--- src/rtl/prime_sieve_engine.sv ---
// Sieve of Eratosthenes prime generator with a compacted prime list
// and a registered indexed-lookup port.
module prime_sieve_engine #(
    parameter  int N_WIDTH    = 10,
    parameter  int LIST_DEPTH = 256,
    localparam int LIST_AW    = $clog2(LIST_DEPTH)
) (
    input  logic               clk,
    input  logic               reset,
    input  logic [N_WIDTH-1:0] max_n,
    input  logic               start,
    output logic               busy,
    output logic               done,
    output logic [LIST_AW:0]   prime_count,
    output logic               overflow,
    input  logic               query_valid,
    input  logic [LIST_AW-1:0] query_index,
    output logic               query_ready,
    output logic               query_rvalid,
    output logic               query_hit,
    output logic [N_WIDTH-1:0] query_prime
);

    typedef enum logic [2:0] {
        S_IDLE,
        S_CLEAR,
        S_OUTER,
        S_INNER,
        S_POPULATE,
        S_DONE
    } state_t;

    localparam logic [LIST_AW:0]   DEPTH_C = (LIST_AW + 1)'(LIST_DEPTH);
    localparam logic [N_WIDTH-1:0] TWO_C   = N_WIDTH'(2);

    state_t               state, state_n;
    logic [N_WIDTH-1:0]   max_n_r, max_n_r_n;
    logic [N_WIDTH-1:0]   k, k_n;
    logic [N_WIDTH-1:0]   i, i_n;
    logic [N_WIDTH:0]     j, j_n;
    logic [LIST_AW:0]     idx, idx_n;
    logic                 busy_n, done_n, overflow_n;
    logic [LIST_AW:0]     prime_count_n;

    logic                 bm_we;
    logic [N_WIDTH-1:0]   bm_addr;
    logic                 bm_wd;
    logic                 list_we;

    logic                 composite [2**N_WIDTH];
    logic [N_WIDTH-1:0]   list_mem  [LIST_DEPTH];

    logic [2*N_WIDTH-1:0] sq;
    logic [N_WIDTH+1:0]   j_sum;
    logic                 start_acc;
    logic                 q_acc;
    logic                 q_hit_c;

    assign sq        = i * i;
    assign j_sum     = {1'b0, j} + {2'b00, i};
    assign start_acc = start && !(state == S_DONE && max_n == max_n_r);
    assign query_ready = done;
    assign q_acc     = query_valid && done;
    assign q_hit_c   = {1'b0, query_index} < prime_count;

    // State and datapath registers, all taking their next values from below
    always_ff @(posedge clk) begin
        if (reset) begin
            state       <= S_IDLE;
            max_n_r     <= '0;
            k           <= '0;
            i           <= '0;
            j           <= '0;
            idx         <= '0;
            busy        <= 1'b0;
            done        <= 1'b0;
            prime_count <= '0;
            overflow    <= 1'b0;
        end else begin
            state       <= state_n;
            max_n_r     <= max_n_r_n;
            k           <= k_n;
            i           <= i_n;
            j           <= j_n;
            idx         <= idx_n;
            busy        <= busy_n;
            done        <= done_n;
            prime_count <= prime_count_n;
            overflow    <= overflow_n;
        end
    end

    // Next-state logic; an accepted start overrides whatever the state does
    always_comb begin
        state_n       = state;
        max_n_r_n     = max_n_r;
        k_n           = k;
        i_n           = i;
        j_n           = j;
        idx_n         = idx;
        busy_n        = busy;
        done_n        = done;
        prime_count_n = prime_count;
        overflow_n    = overflow;
        bm_we         = 1'b0;
        bm_addr       = k;
        bm_wd         = 1'b0;
        list_we       = 1'b0;
        if (start_acc) begin
            max_n_r_n     = max_n;
            done_n        = 1'b0;
            prime_count_n = '0;
            overflow_n    = 1'b0;
            busy_n        = 1'b1;
            k_n           = '0;
            state_n       = S_CLEAR;
        end else begin
            unique case (state)
                S_CLEAR: begin
                    bm_we   = 1'b1;
                    bm_addr = k;
                    bm_wd   = 1'b0;
                    if (k == max_n_r) begin
                        i_n     = TWO_C;
                        state_n = S_OUTER;
                    end else begin
                        k_n = k + N_WIDTH'(1);
                    end
                end
                S_OUTER: begin
                    if (sq > {{N_WIDTH{1'b0}}, max_n_r}) begin
                        if (max_n_r < TWO_C) begin
                            prime_count_n = '0;
                            busy_n        = 1'b0;
                            done_n        = 1'b1;
                            state_n       = S_DONE;
                        end else begin
                            k_n     = TWO_C;
                            idx_n   = '0;
                            state_n = S_POPULATE;
                        end
                    end else if (composite[i]) begin
                        i_n = i + N_WIDTH'(1);
                    end else begin
                        j_n     = sq[N_WIDTH:0];
                        state_n = S_INNER;
                    end
                end
                S_INNER: begin
                    bm_we   = 1'b1;
                    bm_addr = j[N_WIDTH-1:0];
                    bm_wd   = 1'b1;
                    if (j_sum > {2'b00, max_n_r}) begin
                        i_n     = i + N_WIDTH'(1);
                        state_n = S_OUTER;
                    end else begin
                        j_n = j_sum[N_WIDTH:0];
                    end
                end
                S_POPULATE: begin
                    if (!composite[k]) begin
                        if (idx < DEPTH_C) begin
                            list_we = 1'b1;
                            idx_n   = idx + (LIST_AW + 1)'(1);
                        end else begin
                            overflow_n = 1'b1;
                        end
                    end
                    if (k == max_n_r) begin
                        prime_count_n = idx_n;
                        busy_n        = 1'b0;
                        done_n        = 1'b1;
                        state_n       = S_DONE;
                    end else begin
                        k_n = k + N_WIDTH'(1);
                    end
                end
                S_IDLE, S_DONE: begin
                end
                default: state_n = S_IDLE;
            endcase
        end
    end

    // Bitmap and prime list storage, synchronous writes
    always_ff @(posedge clk) begin
        if (bm_we) begin
            composite[bm_addr] <= bm_wd;
        end
        if (list_we) begin
            list_mem[idx[LIST_AW-1:0]] <= k;
        end
    end

    // Registered query response, one cycle after an accepted lookup
    always_ff @(posedge clk) begin
        if (reset) begin
            query_rvalid <= 1'b0;
            query_hit    <= 1'b0;
            query_prime  <= '0;
        end else begin
            query_rvalid <= q_acc;
            if (q_acc) begin
                query_hit   <= q_hit_c;
                query_prime <= q_hit_c ? list_mem[query_index] : '0;
            end
        end
    end

endmodule

--- config.mk ---
export PLATFORM = sky130hd
export DESIGN_NAME = prime_sieve_engine
export DESIGN_NICKNAME = d
export VERILOG_FILES = /design/src/rtl/prime_sieve_engine.sv
export SDC_FILE = /design/constraint.sdc
export NUM_CORES = 2
export LEC_CHECK = 0
export BUFFER_PORTS_ARGS = -buffer_cell sky130_fd_sc_hd__buf_2
export CAP_MARGIN = 10
export CORE_ASPECT_RATIO = 0.6
export CORE_UTILIZATION = 45
export DETAILED_ROUTE_END_ITERATION = 16
export PLACE_DENSITY_LB_ADDON = 0.05
export REMOVE_ABC_BUFFERS = 1
export SLEW_MARGIN = 20
export SYNTH_ARGS = -nofsm -noshare
export SYNTH_HDL_FRONTEND = slang
export SYNTH_SLANG_ARGS = --single-unit
--- constraint.sdc ---
create_clock -name clk -period 25.3 [get_ports clk]
set_input_delay 3.795 -clock clk [delete_from_list [all_inputs] [get_ports clk]]
set_output_delay 3.795 -clock clk [all_outputs]
set_load 0.01 [all_outputs]
==> reports/metrics.cfg <==
[grt]
groute.usage.overall_pct=28.1
grt_antenna_before_repair=38
grt_pass1_wl_um=703000
grt_pass1_vias=86500
grt-ovfl-total=0
grt_start_max_net_pins=311

[cells_and_area]
syn_to_final_growth_pct=10.8
drive_gt1_share_pct=26.7
multi_input_area_um2=47600
nets=9001
fill_cells=28800
seq_area_um2=110000
fin_util_pct=50.1

[logic_synthesis]
async_flop_share_pct=0
synth_edf_count=3584
syn_avg_cell_area_um2=18.2
synth-main-ff-cell=edfxtp_1
synth_cell_types=87
ys_warn_count=0
yosys-top-cells-area=edfxtp_1 67%, mux4_2 18%, nor2_1 3.3%
synth.ff_latch_count=3681
synth_top_area_cell=edfxtp_1
synth_top_area_share_pct=67.3
seq_area_frac_synth_pct=68.5
synth_cells=8814
syn_area_um2=160000

[sta]
hold_viol=0
max_clock_freq_mhz=97.8
setup_viol=0
rsz0062_at_grt=false
period_needed_ns=10.23
slew_violations=0
tightest_slew_ns=1.28
relSlewSlack_pct=15.0
fin_crit_sh_pct=40.4
fin_skew_ns=0.0637
setup_tns_ns=0

[cts]
insertion_delay_ns=0.95
cts_hold_buffers=0
cts_resized=0
clockBufferDepth=4
clock_sinks=3681
clock-root-buffer=clkbuf_16
clk_pin_slew_worst_paths_ns=0.07
cts_buffers=359
cts_post_setup_buffers_inserted=0
cts_tree=done
htreeDepth=5

[status]
outcome=finished clean

[floorplanning]
initial_core_util_pct=45.3
fp.dieW_um=772
die_h_um=464
io_pins=47
fp-row-count=169
die-area_um2=358000
core-area_um2=354000

[route]
ant_nets=0
drt-initial-drc-count=13300
totalWireLength_um=508000
drc=0
routed_via_density=6.48
num_vias=89700
wl_per_cell_um=36.7
drtPass1Iterations=5

[setup_path]
critPathRequiredTime_ns=26.09
ff2ff_path_depth=24
r2r-start=i[2]
cp-end-kind=flop
cp-start-kind=input pin
crit_type=in2reg
critPathMaxFanout=97
crit_arrival_ns=11.02
regToRegSetupSlack_ns=16.58
rr_endpoint=j[6]

[hold_path]
min_to=busy
min_from=busy
min_path_cells=2
worstHoldPathType=reg2reg

[run]
timing.max_cap.violations=0

[pwr]
ir_worst_vdd_mv=0.0677
leakagePower_uw=0.0530
p_per_area_nw_per_um2=69.5
power.total_uw=12300

[placement]
dpl.hpwl_um=321000
port_buffers=46
gp_congestion=0.887

[synth_stat cells, types with 20 or more instances]
cell type	n
nor2_2	20
and2_1	60
a21oi_1	103
dfxtp_1	97
edfxtp_1	3584
buf_4	38
o22ai_1	35
buf_6	28
nand3_1	88
fa_1	47
clkbuf_1	395
nor2b_1	58
o21ai_0	58
mux2_2	37
nor4_1	22
inv_1	89
buf_2	74
mux4_2	1307
buf_1	113
nand2b_1	31
xnor2_1	46
nor3_1	54
nor2_4	41
ha_1	90
mux2i_1	169
a211oi_1	24
nand2_1	298
a31oi_1	20
nor2_1	1392
a22oi_1	84
nand4_1	37
[worst max-delay path, cell delays in order]
cell and delay [ns]:
buf_8 0.52, buf_4 0.77, buf_12 0.65, buf_4 0.81, buf_12 0.61, buf_4 0.78, mux4_2 0.58, mux4_2 0.58
mux4_2 0.62, mux2_2 0.31, a21oi_1 0.14, a2bb2oi_1 0.18, nor2_1 0.07
[report_power, final]
| part | internal, uW | total, uW | switching, uW | leakage [uW] |
|---|---|---|---|---|
| logic | 165 | 407 | 242 | 0.0140 |
| clock network | 2920 | 5300 | 2380 | 0.00547 |
| registers | 6600 | 6610 | 13.0 | 0.0336 |
[worst max-delay path by stage]
| stage | startpoint | endpoint | slack, ns | cells after the start |
|---|---|---|---|---|
| 3_3_place_gp | query_index[0] | query_prime[3] | 13.74 | 13 |
| 4_1_cts | query_index[0] | query_prime[3] | 14.84 | 13 |
| 5_1_grt | query_index[0] | query_prime[2] | 14.40 | 13 |
| 2_1_floorplan | max_n[3] | composite[0] | 2.65 | 9 |
| 6_report | query_index[0] | query_prime[4] | 15.07 | 13 |
| 3_5_place_dp | query_index[0] | query_prime[3] | 13.83 | 13 |
[placed cells by master (no fill, tap or decap), types with 88 or more instances in the layout]
| cell type | count |
|---|---|
| mux4_2 | 1307 |
| nand2_1 | 243 |
| clkbuf_16 | 362 |
| edfxtp_1 | 3584 |
| nand3_1 | 88 |
| nor2_2 | 106 |
| nor2_1 | 1299 |
| mux2i_1 | 169 |
| buf_4 | 257 |
| inv_1 | 88 |
| ha_1 | 90 |
| a21oi_1 | 103 |
[metal layers]
layer	part of all wire, %	global-route usage (%)
met1	46	46.7
met2	38	34.7
met3	14	10.4
met4	2.0	5.42
met5	0.012	0
[through the flow]
| step | hold slack [ns] | instances | setup slack (ns) | cell area, um2 |
|---|---|---|---|---|
| 2_1_floorplan | 0.474 | 8162 | 2.65 | 157000 |
| 3_3_place_gp | 0.469 | 13200 | 13.74 | 166000 |
| 3_5_place_dp | 0.476 | 13200 | 13.83 | 166000 |
| 4_1_cts | 0.498 | 13800 | 14.84 | 177000 |
| 5_1_grt | 0.538 | 13800 | 14.40 | 177000 |
| 6_report | 0.494 | 13800 | 15.07 | 177000 |
[state kept, by name, summed over array words and instances, names as in the netlist, named ones only]
register	cells
overflow	1
i	10
query_hit	1
composite	1024
query_prime	10
done	1
prime_count	9
max_n_r	10
query_rvalid	1
list_mem	2560
idx	9
k	10
state	3
j	11
busy	1
[cells by family (layout without fill, tap and decap cells)]
family	after synthesis	in the layout	share of synthesized area, %
xor+xnor	59	59	0.323
flops	3681	3681	68.5
compound gates	482	482	2.06
buf+inv	743	1054	2.06
simple gates	2199	2199	6.06
other cells	0	9	0
mux	1513	1513	19.7
fa+ha+maj	137	137	1.29
[layout make-up]
class,instances,area share [%]
sequential,3681,61.9
multi-input combinational,4390,26.9
inverter,91,0.197
timing repair buffer,319,1.43
clock buffer,447,5.31
antenna,9,0.0127
clock inverter,197,1.02
tap,4702,3.32
Power figures use the tool's default switching activity.
